### src/rtl/loader_pkg.sv
// loader_pkg: shared types and constants for the instruction loader.
// Provides the FSM state enum and instruction byte-lane constants.
`ifndef WORD
`define WORD 32
`endif
`ifndef INST_SIZE
`define INST_SIZE 32
`endif

package loader_pkg;

  localparam int INST_W         = `INST_SIZE;
  localparam int BYTES_PER_INST = `INST_SIZE / 8;
  localparam int LANE_W         = $clog2(BYTES_PER_INST);

  typedef enum logic [1:0] {
    IDLE,
    RECV,
    WRITE,
    DONE
  } state_t;

endpackage

### src/rtl/inst_byte_packer.sv
// inst_byte_packer: places stream bytes into little-endian lanes.
// Ports: clr_i/load_i/data_i in; word_o assembled word, full_o last lane.
module inst_byte_packer
  import loader_pkg::*;
(
  input  logic              clk,
  input  logic              rst,
  input  logic              clr_i,
  input  logic              load_i,
  input  logic [7:0]        data_i,
  output logic [INST_W-1:0] word_o,
  output logic              full_o
);

  logic [LANE_W-1:0] lane_q;
  logic [INST_W-1:0] word_q;

  always_ff @(posedge clk or posedge rst) begin
    if (rst) begin
      lane_q <= '0;
      word_q <= '0;
    end else if (clr_i) begin
      lane_q <= '0;
      word_q <= '0;
    end else if (load_i) begin
      word_q[{lane_q, 3'b000} +: 8] <= data_i;
      lane_q <= lane_q + 1'b1;
    end
  end

  // High while the next accepted byte completes the word.
  assign full_o = (lane_q == LANE_W'(BYTES_PER_INST - 1));
  assign word_o = word_q;

endmodule

### src/rtl/inst_mem_loader.sv
// inst_mem_loader: packs a byte stream into words and writes imem.
// Ports: start/len/abort control, s_* stream, mem_* write, status, cpu_hold.
`ifndef WORD
`define WORD 32
`endif
module inst_mem_loader
  import loader_pkg::*;
#(
  parameter int DEPTH = 64,
  parameter int CNT_W = $clog2(DEPTH) + 1
) (
  input  logic              clk,
  input  logic              rst,
  input  logic              start,
  input  logic [CNT_W-1:0]  len,
  input  logic              abort,
  input  logic [7:0]        s_data,
  input  logic              s_valid,
  output logic              s_ready,
  output logic              mem_we,
  output logic [`WORD-1:0]  mem_addr,
  output logic [INST_W-1:0] mem_wdata,
  output logic              busy,
  output logic              done,
  output logic              err,
  output logic              cpu_hold
);

  localparam int IW = $clog2(DEPTH);

  state_t           state_q;
  logic [CNT_W-1:0] len_q;
  logic [IW-1:0]    idx_q;
  logic             load_ok_q;
  logic             err_q;

  logic              hs;
  logic              clr;
  logic              full;
  logic              last;
  logic [INST_W-1:0] word;

  // abort wins over any same-cycle handshake or write.
  assign s_ready = (state_q == RECV) & ~abort;
  assign mem_we  = (state_q == WRITE) & ~abort;
  assign hs      = s_valid & s_ready;
  assign clr     = (state_q == IDLE) & start & ~abort;
  assign last    = ({1'b0, idx_q} == len_q - 1'b1);

  inst_byte_packer u_packer (
    .clk    (clk),
    .rst    (rst),
    .clr_i  (clr),
    .load_i (hs),
    .data_i (s_data),
    .word_o (word),
    .full_o (full)
  );

  always_ff @(posedge clk or posedge rst) begin
    if (rst) begin
      state_q   <= IDLE;
      len_q     <= '0;
      idx_q     <= '0;
      load_ok_q <= 1'b0;
      err_q     <= 1'b0;
    end else begin
      err_q <= 1'b0;
      unique case (state_q)
        IDLE: begin
          if (clr) begin
            idx_q <= '0;
            if (len == '0) begin
              state_q <= DONE;
            end else begin
              len_q   <= (len > CNT_W'(DEPTH)) ? CNT_W'(DEPTH) : len;
              state_q <= RECV;
            end
          end
        end
        RECV: begin
          if (abort) begin
            state_q   <= IDLE;
            err_q     <= 1'b1;
            load_ok_q <= 1'b0;
          end else if (hs & full) begin
            state_q <= WRITE;
          end
        end
        WRITE: begin
          if (abort) begin
            state_q   <= IDLE;
            err_q     <= 1'b1;
            load_ok_q <= 1'b0;
          end else if (last) begin
            state_q <= DONE;
          end else begin
            idx_q   <= idx_q + 1'b1;
            state_q <= RECV;
          end
        end
        DONE: begin
          load_ok_q <= 1'b1;
          state_q   <= IDLE;
        end
        default: state_q <= IDLE;
      endcase
    end
  end

  assign mem_addr  = {{(`WORD - IW - 2){1'b0}}, idx_q, 2'b00};
  assign mem_wdata = word;
  assign busy      = (state_q == RECV) | (state_q == WRITE);
  assign done      = (state_q == DONE);
  assign err       = err_q;
  assign cpu_hold  = ~((state_q == IDLE) & load_ok_q);

endmodule
### config.mk
export PLATFORM = sky130hd
export DESIGN_NAME = inst_mem_loader
export DESIGN_NICKNAME = d
export VERILOG_FILES = /design/src/rtl/loader_pkg.sv /design/src/rtl/inst_byte_packer.sv /design/src/rtl/inst_mem_loader.sv
export SDC_FILE = /design/constraint.sdc
export NUM_CORES = 1
export LEC_CHECK = 0
export CORE_UTILIZATION = 55
export DETAILED_ROUTE_END_ITERATION = 10
export DONT_BUFFER_PORTS = 1
export HOLD_SLACK_MARGIN = 0.08
export PLACE_DENSITY = 0.77
export SLEW_MARGIN = 20
export SYNTH_ARGS = -nofsm -noshare
export SYNTH_HDL_FRONTEND = slang
export SYNTH_SLANG_ARGS = --single-unit
### constraint.sdc
create_clock -name clk -period 2.3 [get_ports clk]
set_input_delay 0.46 -clock clk [delete_from_list [all_inputs] [get_ports clk]]
set_output_delay 0.46 -clock clk [all_outputs]
set_load 0.02 [all_outputs]
==> reports/metrics.csv <==
stage,metric,value,unit
timing,tightest_slew,0.821,ns
clock_tree,cts_tree,done,
critical_path,crit_family,simple AND/OR/NAND/NOR gates,
floorplan,dieArea,5190,sq um
power,leakagePower,1.36,nW
timing,slew_viol_final,0,
critical_path,crit_slowest_cell,and4_1,
placement,hpwl,3950,microns
global_route,globalRouteTotalUtil,21.4,%
floorplan,die_w,72.1,microns
timing,fin_worst_skew,0.00992,ns
timing,max_freq,0.457,GHz
yosys,synth_area,2700,sq um
clock_tree,cts_buffers,5,
critical_path,critPathLaunch,state_q[1],
critical_path,path_max_fanout,8,
cells_and_area,finalInstanceArea,2820,sq um
placement,placed_area,2710,sq um
timing,maxSlewHeadroom,45.3,%
timing,period_share,95.2,%
yosys,synth-main-ff-cell,dfrtp_1,
yosys,synth_cell_types,45,
timing,setup_slack,0.111,ns
route,antenna_left,0,
critical_path,path_depth,9,
route,vias_per_cell,5.74,
yosys,ys_seq_area_share,47.3,%
clock_tree,clkLatencyLatePin,0.31,ns
yosys,synth_cells,255,
critical_path,crit_arrival,2.43,ns
yosys,synth_largest_area_cell,dfrtp_1,
critical_path,critPathCapture,u_packer.word_o[23],
yosys,synth_area_leaders,"dfrtp_1, a22o_1, buf_4",
timing,rsz0062_at_grt,yes,
global_route,grt_pass1_wl,8520,microns
critical_path,cp-end-kind,register,
yosys,synth_edf_count,0,
placement,port_buffers,0,
route,drc_errors,0,
yosys,avgSynthCellArea,10.6,sq um
global_route,antenna_found_initial,0,
hold_path,min_path_type,primary input to async pin,
critical_path,critPathKind,register to register,
cells_and_area,ff_latch_area,1280,sq um
route,vias,1899,
critical_path,max_stage_delay,0.44,ns
critical_path,worstPathCellList,"inv_1, ha_1, nand2b_1, inv_1, and2_1, nand2_1, nor2_1, and4_1, a22o_1",
floorplan,start_util,57.1,%
yosys,synth_warnings,0,
power,ir_worst_vdd,480,uV
critical_path,critPathBufInv,2,
cells_and_area,diodes,0,
yosys,yosys.area.top_type_share,47.3,%
floorplan,top_level_ports,90,
critical_path,r2r_cells,9,
timing,hold_viol_final,0,
yosys,synth-async-reset-ratio,100,%
clock_tree,clk_pin_slew,0.10,ns
status,status,"complete, no violations",
cells_and_area,area_growth,4.50,%
timing,layout_min_cycle_time,2.19,ns
critical_path,r2r_slack,0.11,ns
floorplan,core_area,4720,sq um
critical_path,crit_top_cell,inv_1,
power,p_total,2.99,mW
route,avgRoutedWirePerCell,16.3,microns
cells_and_area,final_cells,331,
placement,dp_cells,322,
cells_and_area,drive_above_1_share,11.4,%
flow_run,drv_cap,0,
route,drt-total-wl,5410,microns
critical_path,crit-reg2reg-launch,state_q[1],
critical_path,critPathRequiredTime,2.54,ns
global_route,first_global_vias,1703,
cells_and_area,nFillCells,385,
floorplan,floorplan.rows,25,
critical_path,startpoint_type,register,
route,dr.pass1.iters,4,
clock_tree,h-tree-depth,2,
yosys,ys_seq_elements,51,
clock_tree,cts_buffer_depth,2,
critical_path,regToRegEndpoint,u_packer.word_o[23],
clock_tree,root_buffer,clkbuf_8,
placement,gp_congestion,0.754,
cells_and_area,nets,294,
route,initialDrtViolationCount,133,
placement,place_ws,0.0433,ns
global_route,grt_max_degree,52,
timing,finalSetupViolations,0,
floorplan,die_h,72.1,microns
clock_tree,clock-sinks,51,
power,pwr_density_cell,1060,nW/um^2
clock_tree,cts_hold_buf,0,
cells_and_area,multi_input_area,1240,sq um
global_route,overflow,0,
-- synthesized netlist by cell type, drive strengths merged (2+ instances only) --
cell / count
a21oi: 16
a22o: 33
and2: 3
and4: 2
buf: 33
clkbuf: 2
dfrtp: 51
ha: 11
inv: 11
nand2: 19
nand2b: 4
nand3b: 10
nor2: 11
nor3: 3
nor3b: 2
o211ai: 2
o21ai: 7
o22ai: 2
o32a: 2
or3: 4
xnor2: 4
xor2: 4
-- report_power, final --
group	internal, mW	total [mW]	switching, mW
Combinational	0.470	1.12	0.652
Sequential	1.06	1.32	0.259
Clock	0.226	0.549	0.323
-- stage by stage --
stage	util [%]	hold WS [ns]	TNS (ns)
after floorplan	-	0.491	0
after global placement	57.3	0.504	0
after detailed placement	57.3	0.513	0
after CTS	59.4	0.210	0
after global routing	59.7	0.247	-0.0163
final	59.7	0.187	0
-- cell usage in the layout (no fill, tap or decap), types with 2 or more instances in the layout --
cell type and instances:
a22o_1 33, nor2_1 11, a21oi_1 16, o21ai_0 7, and2_1 3, buf_4 11, conb_1 26, nor3_2 2
xnor2_1 4, inv_1 10, xor2_1 4, nand2b_1 4, nand3b_1 10, o22ai_1 2, nand2_1 19, o32a_1 2
dfrtp_1 51, clkinv_4 2, ha_1 11, and4_1 2, o211ai_1 2, clkbuf_8 5, or3_1 4
-- worst register-to-register path, delay by kind of cell, from the launching register on --
kind                       cells  cell delay [ns]
buffers and inverters          2             0.22
adders and majority gates      1             0.15
and+or+nand+nor                5             1.14
AOI/OAI and AO/OA              1             0.19
DFF                            1             0.41
-- worst min path at each step --
| stage | end | slack, ns | start | cells past startpoint |
|---|---|---|---|---|
| finish | u_packer.word_o[28] | 0.19 | rst | 2 |
| global route | u_packer.word_o[28] | 0.25 | rst | 2 |
| CTS | u_packer.word_o[25] | 0.21 | rst | 2 |
| detailed placement | load_ok_q | 0.51 | load_ok_q | 2 |
| global placement | load_ok_q | 0.50 | load_ok_q | 2 |
| floorplan | load_ok_q | 0.49 | load_ok_q | 2 |
-- cell type report --
class                      instances  share of cell area (%)
inverter                          11                    1.46
tap                               67                    2.97
sequential                        51                    45.3
clock buffer                       5                    2.44
clock inverter                     3                    1.02
timing repair buffer              11                    2.93
multi-input combinational        183                    43.9
-- cells by family (layout without fill, tap and decap cells) --
family | after synthesis | count (layout) | synth area share, %
xor+xnor | 8 | 8 | 2.60
fa+ha+maj | 11 | 11 | 5.10
buf+inv | 46 | 30 | 10.6
flops | 51 | 51 | 47.3
simple gates | 68 | 68 | 14.6
compound gates | 70 | 70 | 19.7
other cells | 1 | 26 | 0.139
-- layer usage --
metal / global-route usage [%] / up-vias / routed length, microns
met2: 31.4 / 81 / 2590
li1: - / 882 / -
met1: 31.3 / 930 / 2420
met3: 5.42 / 6 / 336
met5: 0 / - / 0
met4: 6.97 / 0 / 57
-- state kept, by name (all words and copies together) (netlist names) --
register         flops
idx_q                6
u_packer.lane_q      2
load_ok_q            1
state_q              2
len_q                7
err                  1
u_packer.word_o     32
-- timing repair --
item / in CTS / in global routing
setup endpoints to repair: 0 / 13
buffers inserted: 0 / 1
resized for setup: 0 / 3
No activity file was read; power rests on OpenSTA's default activity.
